===== src/rtl/meter_pkg.sv =====
// Shared constants and types for the VU-meter chain (max stage, ballistics, LED driver).
package meter_pkg;

    localparam int DEF_WIDTH      = 6;
    localparam int DEF_DECAY_DIV  = 4;
    localparam int DEF_HOLD_COUNT = 32;
    localparam int DEF_FALL_DIV   = 2;

    typedef enum logic [1:0] {
        TRACK = 2'd0,
        HOLD  = 2'd1,
        FALL  = 2'd2
    } peak_state_e;

    // Counter width for a modulo-n count; a one-state counter still needs one bit.
    function automatic int cntWidth(input int n);
        return (n > 1) ? $clog2(n) : 1;
    endfunction

endpackage


===== src/rtl/meter_strobe_div.sv =====
// Strobe-gated modulo-N counter; wrap_o flags the strobe on which the count rolls over.
module meter_strobe_div
    import meter_pkg::*;
#(
    parameter int N = 4
) (
    input  logic clk,
    input  logic rst,
    input  logic clr_i,
    input  logic strobe_i,
    output logic wrap_o
);

    localparam int CW = cntWidth(N);
    localparam logic [CW-1:0] LAST = CW'(N - 1);

    logic [CW-1:0] cnt_q;
    logic [CW-1:0] cnt_d;

    always_comb begin
        cnt_d = cnt_q;
        if (clr_i) begin
            cnt_d = '0;
        end else if (strobe_i) begin
            cnt_d = (cnt_q == LAST) ? '0 : cnt_q + 1'b1;
        end
    end

    always_ff @(posedge clk) begin
        if (rst) begin
            cnt_q <= '0;
        end else begin
            cnt_q <= cnt_d;
        end
    end

    assign wrap_o = strobe_i && !clr_i && (cnt_q == LAST);

endmodule


===== src/rtl/meter_ballistics.sv =====
// Meter ballistics: instant attack, slow linear decay on level, plus a hold-then-fall peak marker.
// The peak marker is built only when METER_PEAK_HOLD_EN is defined; otherwise peak mirrors level.
module meter_ballistics
    import meter_pkg::*;
#(
    parameter int WIDTH      = DEF_WIDTH,
    parameter int DECAY_DIV  = DEF_DECAY_DIV,
    parameter int HOLD_COUNT = DEF_HOLD_COUNT,
    parameter int FALL_DIV   = DEF_FALL_DIV
) (
    input  logic             clk,
    input  logic             rst,
    input  logic [WIDTH-1:0] din,
    input  logic             din_valid,
    output logic [WIDTH-1:0] level,
    output logic [WIDTH-1:0] peak,
    output logic             dout_valid
);

    logic [WIDTH-1:0] level_q;
    logic [WIDTH-1:0] level_d;
    logic [WIDTH-1:0] levelDec;
    logic             valid_q;
    logic             attack;
    logic             decayWrap;

    assign attack = din_valid && (din >= level_q);

    meter_strobe_div #(
        .N(DECAY_DIV)
    ) u_decay_div (
        .clk     (clk),
        .rst     (rst),
        .clr_i   (attack),
        .strobe_i(din_valid && !attack),
        .wrap_o  (decayWrap)
    );

    // A decay step happens only when din < level, so level is at least 1 here.
    assign levelDec = level_q - 1'b1;

    always_comb begin
        level_d = level_q;
        if (attack) begin
            level_d = din;
        end else if (decayWrap) begin
            level_d = (levelDec > din) ? levelDec : din;
        end
    end

    always_ff @(posedge clk) begin
        if (rst) begin
            level_q <= '0;
            valid_q <= 1'b0;
        end else begin
            valid_q <= din_valid;
            level_q <= level_d;
        end
    end

    assign level      = level_q;
    assign dout_valid = valid_q;

`ifdef METER_PEAK_HOLD_EN
    localparam int HW = cntWidth(HOLD_COUNT);
    localparam logic [HW-1:0] HOLD_LAST = HW'(HOLD_COUNT - 1);
    localparam logic [1:0] ST_TRACK = TRACK;
    localparam logic [1:0] ST_HOLD  = HOLD;
    localparam logic [1:0] ST_FALL  = FALL;

    logic [1:0]       state_q;
    logic [1:0]       state_d;
    logic [WIDTH-1:0] peak_q;
    logic [WIDTH-1:0] peak_d;
    logic [WIDTH-1:0] peakStep;
    logic [HW-1:0]    hold_q;
    logic [HW-1:0]    hold_d;
    logic             trigger;
    logic             fallWrap;

    assign trigger = din_valid && (din >= peak_q);

    meter_strobe_div #(
        .N(FALL_DIV)
    ) u_fall_div (
        .clk     (clk),
        .rst     (rst),
        .clr_i   (trigger),
        .strobe_i(din_valid && !trigger && (state_q == ST_FALL)),
        .wrap_o  (fallWrap)
    );

    assign peakStep = fallWrap ? peak_q - 1'b1 : peak_q;

    // Peak decisions compare against the freshly computed level so peak never dips below it.
    always_comb begin
        state_d = state_q;
        peak_d  = peak_q;
        hold_d  = hold_q;
        if (trigger) begin
            peak_d  = din;
            hold_d  = HOLD_LAST;
            state_d = ST_HOLD;
        end else if (din_valid) begin
            case (state_q)
                ST_TRACK: peak_d = level_d;
                ST_HOLD: begin
                    if (hold_q == '0) begin
                        state_d = ST_FALL;
                    end else begin
                        hold_d = hold_q - 1'b1;
                    end
                end
                ST_FALL: begin
                    if (peakStep <= level_d) begin
                        peak_d  = level_d;
                        state_d = ST_TRACK;
                    end else begin
                        peak_d = peakStep;
                    end
                end
                default: state_d = ST_TRACK;
            endcase
        end
    end

    always_ff @(posedge clk) begin
        if (rst) begin
            state_q <= ST_TRACK;
            peak_q  <= '0;
            hold_q  <= '0;
        end else begin
            state_q <= state_d;
            peak_q  <= peak_d;
            hold_q  <= hold_d;
        end
    end

    assign peak = peak_q;
`else
    assign peak = level_q;
`endif

endmodule


===== config.mk =====
export PLATFORM = sky130hd
export DESIGN_NAME = meter_ballistics
export DESIGN_NICKNAME = d
export VERILOG_FILES = /design/src/rtl/meter_pkg.sv /design/src/rtl/meter_strobe_div.sv /design/src/rtl/meter_ballistics.sv
export SDC_FILE = /design/constraint.sdc
export NUM_CORES = 1
export LEC_CHECK = 0
export ABC_AREA = 0
export BUFFER_PORTS_ARGS = -buffer_cell sky130_fd_sc_hd__buf_4
export CAP_MARGIN = 20
export CORE_MARGIN = 2
export CORE_UTILIZATION = 58
export CTS_BUF_LIST = sky130_fd_sc_hd__clkbuf_4
export DETAILED_ROUTE_END_ITERATION = 16
export HOLD_SLACK_MARGIN = 0.06
export PLACE_DENSITY_LB_ADDON = 0.3
export SLEW_MARGIN = 20
export SYNTH_ARGS = -nofsm -noshare
export SYNTH_HDL_FRONTEND = slang
export SYNTH_SLANG_ARGS = --single-unit
export TNS_END_PERCENT = 30

===== constraint.sdc =====
create_clock -name clk -period 5.2 [get_ports clk]
set_input_delay 1.04 -clock clk [delete_from_list [all_inputs] [get_ports clk]]
set_output_delay 1.04 -clock clk [all_outputs]
set_load 0.03 [all_outputs]

[Word-level counts from Yosys, hierarchy flattened]
Index checks and enable logic that the tools add are counted.
W data, S select, Z words.
Operators by class
  equal/unequal tests: 1
  $add $sub $neg: 2
  mux-type cells: 4
  reductions and logical operators: 7
  order comparisons: 2
Operator list (count)
  $mux W6: 3
  $ge A6 B6 Y1: 1
  $gt A6 B6 Y1: 1
  $sub A6 B1 Y6 const B: 1
  $logic_and A1 B1 Y1: 4
  $add A2 B1 Y2 const B: 1
  $eq A2 B2 Y1 const B: 1
  $mux W2: 1
  $reduce_bool A2 Y1: 1
  $reduce_or A2 Y1: 1
  $logic_not A1 Y1: 1
Storage, ports and cells
  word-level logic and storage cells: 19
  register bits: 9

[Longest topological paths before layout]
Gate-level depths: netlist of run 1.
  depth in word-level cells: 8
  mapped depth: 12
  gate-level depth less buffers: 12

[By module]
A second synthesis of run 1 with hierarchy kept.
Second synthesis, totals
  cell total of the unflattened synthesis: 108
  area total of the unflattened synthesis: 913.4 um2
Modules (own cells, without submodules)
  meter_ballistics: area an instance 809.5 um2, sequential area each 140.1 um2, cells each 99, instances 1
  meter_strobe_div: area an instance 103.8 um2, sequential area each 40.0 um2, cells each 9, instances 1

[Least setup slack after synthesis of run 1]
No wires, ideal clock.
  path type: input port to flip-flop
  start: in din[3]
  end: reg level_q[2] (netlist: level[2])
  buffers on the path: 0
  setup time: 0.062 ns
  stages: 7
  arrival time: 2.650 ns
  slack: 2.488 ns
  path through: ha_1 -> a211o_1 -> a21oi_2 -> o21ai_2 -> a211o_1 -> or4_1 -> nand3_1
Between the ends
  longest elaborated chain between the ends: 7
RTL lines
  from (decl): line meter_ballistics.sv:13  | input logic [WIDTH-1:0] din,
  $ge A6 B6 Y1: line meter_ballistics.sv:27  | assign attack = din_valid && (din >= level_q);
  $logic_and A1 B1 Y1: line meter_ballistics.sv:27
  $logic_not A1 Y1: line meter_strobe_div.sv:37, meter_ballistics.sv:35
  $logic_and A1 B1 Y1: line meter_ballistics.sv:35  | .strobe_i(din_valid && !attack),
  $logic_and A1 B1 Y1 (2 in series): line meter_strobe_div.sv:37  | assign wrap_o = strobe_i && !clr_i && (cnt_q == LAST);
  $reduce_bool A2 Y1 (no line)
  to (signal assigned): line meter_ballistics.sv:57  | level_q <= level_d;
  to (decl): line meter_ballistics.sv:20  | logic [WIDTH-1:0] level_q;
Several ways; a longest one is shown, not always the timed one. The select of a mux whose other input is x is not followed.
A chain may end at the register's enable or synchronous reset.

[Worst setup path in the final report of run 1]
  start: reg level_q[0] (netlist: level[0])
  end: reg level_q[1] (netlist: level[1])
Between the ends
  longest elaborated chain between the ends: 7
RTL lines
  parallel branches: the longest is 7 deep, another holds $sub A6 B1 Y6
Parallel ways; which one is timed is not known. The select of a mux whose other input is x is not followed.

==> reports/metrics.yaml, run 1 <==
htreeDepth: 1
drt_iter0_markers: 25
clock_path_buffers: 2
cp_max_fo: 8
synth-edff-count: 0
layout_min_cycle_time_ps: 2930
hold_violations: 0
io_buffer_count: 21
cts_buffers: 3
async_flop_share_pct: 0
pin_count: 22
cts_sinks: 9
gp_congestion: 0.872
hold_slack_ps: 495
leakagePower_nw: 0.474
pre_cts_slack_ps: 2170
yosys_warnings: 0
timing.setup.tns_ps: 0
ys_types: 28
clk_pin_slew_ps: 60
worst_slew_pin_slew_ps: 606
core_um2: 1320
cts_root_buf: "clkbuf_4"
final_nets: 149
drc: 0
synthToLayoutAreaGrowth_pct: 18.4
synth.area.mux_share_pct: 0
grt_pass1_wl_um: 2910
first_pass_iters: 4
synthFlopType: "dfxtp_1"
grt_overflow: 0
cts_resized: 0
cellPowerDensity_nw_per_um2: 672
synth_seq_area_share_pct: 21.5
layout_commonest_cell: "buf_4"
cts_tree: "done"
syn_nets: 131
vias: 839
maxCapViolCount: 0
grt_usage_pct: 20.9
synth_fa_ha_area_share_pct: 20.9
start_util_pct: 63.6
grt_start_max_net_pins: 14
synth_top_family_by_area: "adder cells"
antenna_left: 0
hpwl_um: 1480
cp-start-kind: "flop"
synth_area_per_cell_um2: 7.76
clk-insertion-delay-late_ps: 260
dp_cells: 136
holdBufCountCts: 0
wl_per_cell_um: 13.1
dieArea_um2: 1770
status: "completed"
fin_cells: 140
synthXorXnorAreaFrac_pct: 3.13
antenna_found_initial: 0
worst_clock_skew_ps: 2.67
worstHoldPathType: "flop to flop"
end_kind: "flop"
critical_path_class: "flop to flop"
via_per_inst: 5.99
cts_setup_buffers: 0
maxSlewViolCount: 0
cp.required_ps: 5360
fmax_ghz: 0.342
synthSimpleGateAreaFrac_pct: 20.4
grt_pass1_vias: 731
synth-seq-cells: 9
drive_gt1_share_pct: 21.6
die_h_um: 42.0
slew_headroom_pct: 59.4
synth_compound_area_share_pct: 20.6
vdd_drop_max_mv: 0.358
num_antenna_cells: 0
postSynthCellCount: 108
rsz0062_at_grt: "no"
timing.final.crit_share_pct: 56.3
mostFrequentLayoutCells: "buf_4, inv_1, ha_1, dfxtp_1"
finalSetupViolations: 0
fp-row-count: 13
synth.cell_area_um2: 838
setup_ws_ps: 2270
die_w_um: 42.0
drt-total-wl_um: 1830
worstPathArrival_ps: 3090
[worst max-delay path, cell delays in order (launching register included)]
cell and delay [ps]:
dfxtp_1 470, inv_1 120, ha_1 250, nand2_1 110, nor2_1 60, xnor2_1 220, ha_1 300, a21oi_1 150
nand2_1 70, a211oi_1 460, a211o_1 300, nand2_1 80, a311oi_1 260
[worst paths after layout]
path / from / endpoint / slack, ps / depth (start not counted)
max: level[0] / level[1] / 2270 / 12
min: u_decay_div.cnt_q[1] / u_decay_div.cnt_q[1] / 500 / 2
max reg2reg: level[0] / level[1] / 2270 / 12
min reg2reg: u_decay_div.cnt_q[1] / u_decay_div.cnt_q[1] / 500 / 2
[cells in the mapped netlist (all sizes together), types with 3 or more instances]
master | n | area share (%)
a21oi | 6 | 4.0
a31oi | 3 | 2.2
buf | 6 | 5.4
dfxtp | 9 | 21
ha | 14 | 21
inv | 16 | 7.2
nand2 | 8 | 3.6
nand3 | 5 | 3.0
nand4 | 8 | 6.0
nor2 | 7 | 3.1
[cell type report]
class | count | area (µm²)
inverters | 16 | 60.1
fillers | 101 | 325
well taps | 15 | 18.8
multi-input cells | 75 | 546
flip-flops and latches | 9 | 180
clock buffers | 4 | 30.0
repair buffers | 21 | 158
[cell families after synthesis]
group	after synthesis
XOR/XNOR	3
AND/OR/NAND/NOR	34
flip-flops	9
adder cells (fa/ha/maj)	14
buffers and inverters	24
AO/OA/AOI/OAI	24
[power by group]
part           internal [W]  switching [W]
logic              0.000185       0.000303
registers         0.0000900      0.0000299
clock network     0.0000347      0.0000235
total              0.000310       0.000357
[state kept, by name, indices dropped and copies added, names as in the netlist]
register / flops
dout_valid: 1
level: 6
u_decay_div.cnt_q: 2
[layer usage]
layer	vias up	share of wire (%)	global-route usage, %
met5	-	0	0
met4	0	0	2.50
met3	0	7.6	7.33
met2	33	50	38.4
met1	381	42	24.0
li1	425	-	-
[stage by stage]
stage / util, % / total power [W] / area, µm²
final: 75.3 / 0.000667 / 992
after global placement: 73.0 / 0.000588 / 962
after CTS: 75.3 / 0.000663 / 992
after global routing: 75.3 / 0.000724 / 992
after floorplan: - / 0.000494 / 838
after detailed placement: 73.0 / 0.000601 / 962
Power figures use the tool's default switching activity.
==> run 2: changes to the inputs <==
--- a/config.mk
+++ b/config.mk
@@ -9,7 +9,7 @@
 export BUFFER_PORTS_ARGS = -buffer_cell sky130_fd_sc_hd__buf_4
 export CAP_MARGIN = 20
 export CORE_MARGIN = 2
-export CORE_UTILIZATION = 58
+export CORE_UTILIZATION = 48
 export CTS_BUF_LIST = sky130_fd_sc_hd__clkbuf_4
 export DETAILED_ROUTE_END_ITERATION = 16
 export HOLD_SLACK_MARGIN = 0.06
==> constraint.sdc (replaced) <==
create_clock -name clk -period 2.4 [get_ports clk]
set_input_delay 0.48 -clock clk [delete_from_list [all_inputs] [get_ports clk]]
set_output_delay 0.48 -clock clk [all_outputs]
set_load 0.03 [all_outputs]
==> run 2 against run 1 <==
The flow now finishes with violations (negative setup slack). Utilization rose by 2.6 points. Clock skew fell by 0.79 ps. Routed wire length increased by 56%. Highest routed layer is now met4. Die area up 19%. Register-to-register slack got worse by 2400 ps. Critical endpoint is now level[2]. Setup slack lost 2400 ps. Flip-flop and latch count unchanged.
==> reports/metrics.yaml, run 2 (synthesis results as in run 1) <==
via_per_inst: 6.12
antenna_found_initial: 0
cp-start-kind: "flop"
largest_reg_flops: 6
synthToLayoutAreaGrowth_pct: 57.0
critical_path_class: "flop to flop"
final_nets: 169
cts_root_buf: "clkbuf_4"
io_buffer_count: 21
cp_max_fo: 4
fillers: 114
r2r-start: "level[0]"
num_antenna_cells: 0
start_util_pct: 49.6
drive_gt1_share_pct: 50.3
worst_slew_pin_slew_ps: 528
vdd_drop_max_mv: 0.901
clk_pin_slew_ps: 60
cellPowerDensity_nw_per_um2: 1790
hold_path_depth: 2
finalSetupViolations: 6
holdBufCountCts: 0
mostFrequentLayoutCells: "buf_4, inv_1, ha_1, nand4_1"
core_um2: 1690
min_from: "rst"
rsz0062_at_grt: "yes"
use_met3_pct: 8.73
drt-total-wl_um: 2850
grt_pass1_vias: 990
max_stage_delay_ps: 440
grt_usage_pct: 30.6
end_kind: "flop"
fmax_ghz: 0.396
use_met2_pct: 54.6
worstHoldPathType: "primary input to flop"
worst_clock_skew_ps: 1.88
ff2ff_setup_slack_ps: -130
violations: "negative setup slack"
cp_cell_sequence: "inv_4, ha_4, nand2_4, nor2_4, xnor2_2, ha_1, nand4_1, a21oi_2, a211oi_4, a211o_1, or4_4, nand3_2"
first_pass_iters: 4
grt_start_max_net_pins: 14
cp.required_ps: 2600
dp_cells: 147
hold_end: "level[1]"
fp-row-count: 15
pin_count: 22
hpwl_um: 1640
cts_buffers: 3
drt_iter0_markers: 24
die_w_um: 45.8
fin_cells: 162
maxSlewViolCount: 0
drc: 0
timing.final.crit_share_pct: 105
leakagePower_nw: 0.615
hold_violations: 0
vias: 992
layout_min_cycle_time_ps: 2530
grt_use_met1_pct: 34.1
r2r_end: "level[2]"
clock_path_buffers: 2
worstPathArrival_ps: 2730
power_w: 0.00235
cts_tree: "done"
grt_overflow: 0
reg2regPathDepth: 12
clk-insertion-delay-late_ps: 260
die_h_um: 45.8
layout_commonest_cell: "buf_4"
htreeDepth: 1
timing.setup.tns_ps: -501
busiest_layer: "met2"
status: "finished, violations left"
wl_per_cell_um: 17.6
maxCapViolCount: 0
antenna_left: 0
dieArea_um2: 2100
slew_headroom_pct: 64.5
gp_congestion: 0.876
grt_pass1_wl_um: 4490
setup_ws_ps: -126
cts_sinks: 9
critical-path-slowest-cell: "or4_4"
## run 2: metal layers
layer	up-vias	routed length, µm
met5	-	0
met4	0	106
met3	14	175
met2	43	1490
met1	472	1080
li1	463	-
## run 2: power by group
| group | switching (W) | total [W] | internal [W] |
|---|---|---|---|
| clock | 0.0000554 | 0.000131 | 0.0000755 |
| sequential | 0.0000483 | 0.000256 | 0.000207 |
| combinational | 0.00104 | 0.00196 | 0.000928 |
| total | 0.00114 | 0.00235 | 0.00121 |
## run 2: area by class of cell
type	instances	area, µm²	share of cell area (%)
Timing Repair Buffer	41	332	25.2
Tap cell	17	21.3	1.62
Clock buffer	4	30.0	2.28
Inverter	16	67.6	5.13
Multi-Input combinational cell	75	673	51.1
Sequential cell	9	193	14.6
## run 2: worst max path at each step
stage / from / endpoint / slack, ps
global route: level[2] / level[2] / -210
finish: level[0] / level[2] / -130
global placement: level[1] / level[1] / -60
detailed placement: level[1] / level[1] / -130
CTS: level[0] / level[2] / -100
floorplan: level[1] / level[2] / 20
## run 2: worst max-delay path: cells and delay by family (launching register included)
kind	cells	cell delay, ps
xor gates and xnor gates	1	140
and+or+nand+nor	5	800
DFF	1	360
adders and majority gates	2	520
buffers and inverters	1	50
AOI/OAI and AO/OA	3	590
## run 2: what timing repair did
action,CTS,global route
endpoints found under the setup margin,6,6
pin swaps,18,19
resized for setup,18,16
gates cloned,0,0
setup buffers,10,1
## run 2: stage by stage
| stage | cell area, µm² | setup slack, ps | utilization [%] | hold slack (ps) |
|---|---|---|---|---|
| floorplan | 856 | 19.0 | - | 458 |
| global placement | 1050 | -60.8 | 62.1 | 480 |
| detailed placement | 1050 | -133 | 62.1 | 489 |
| CTS | 1240 | -101 | 73.6 | 450 |
| global route | 1320 | -215 | 77.9 | 464 |
| finish | 1320 | -126 | 77.9 | 468 |
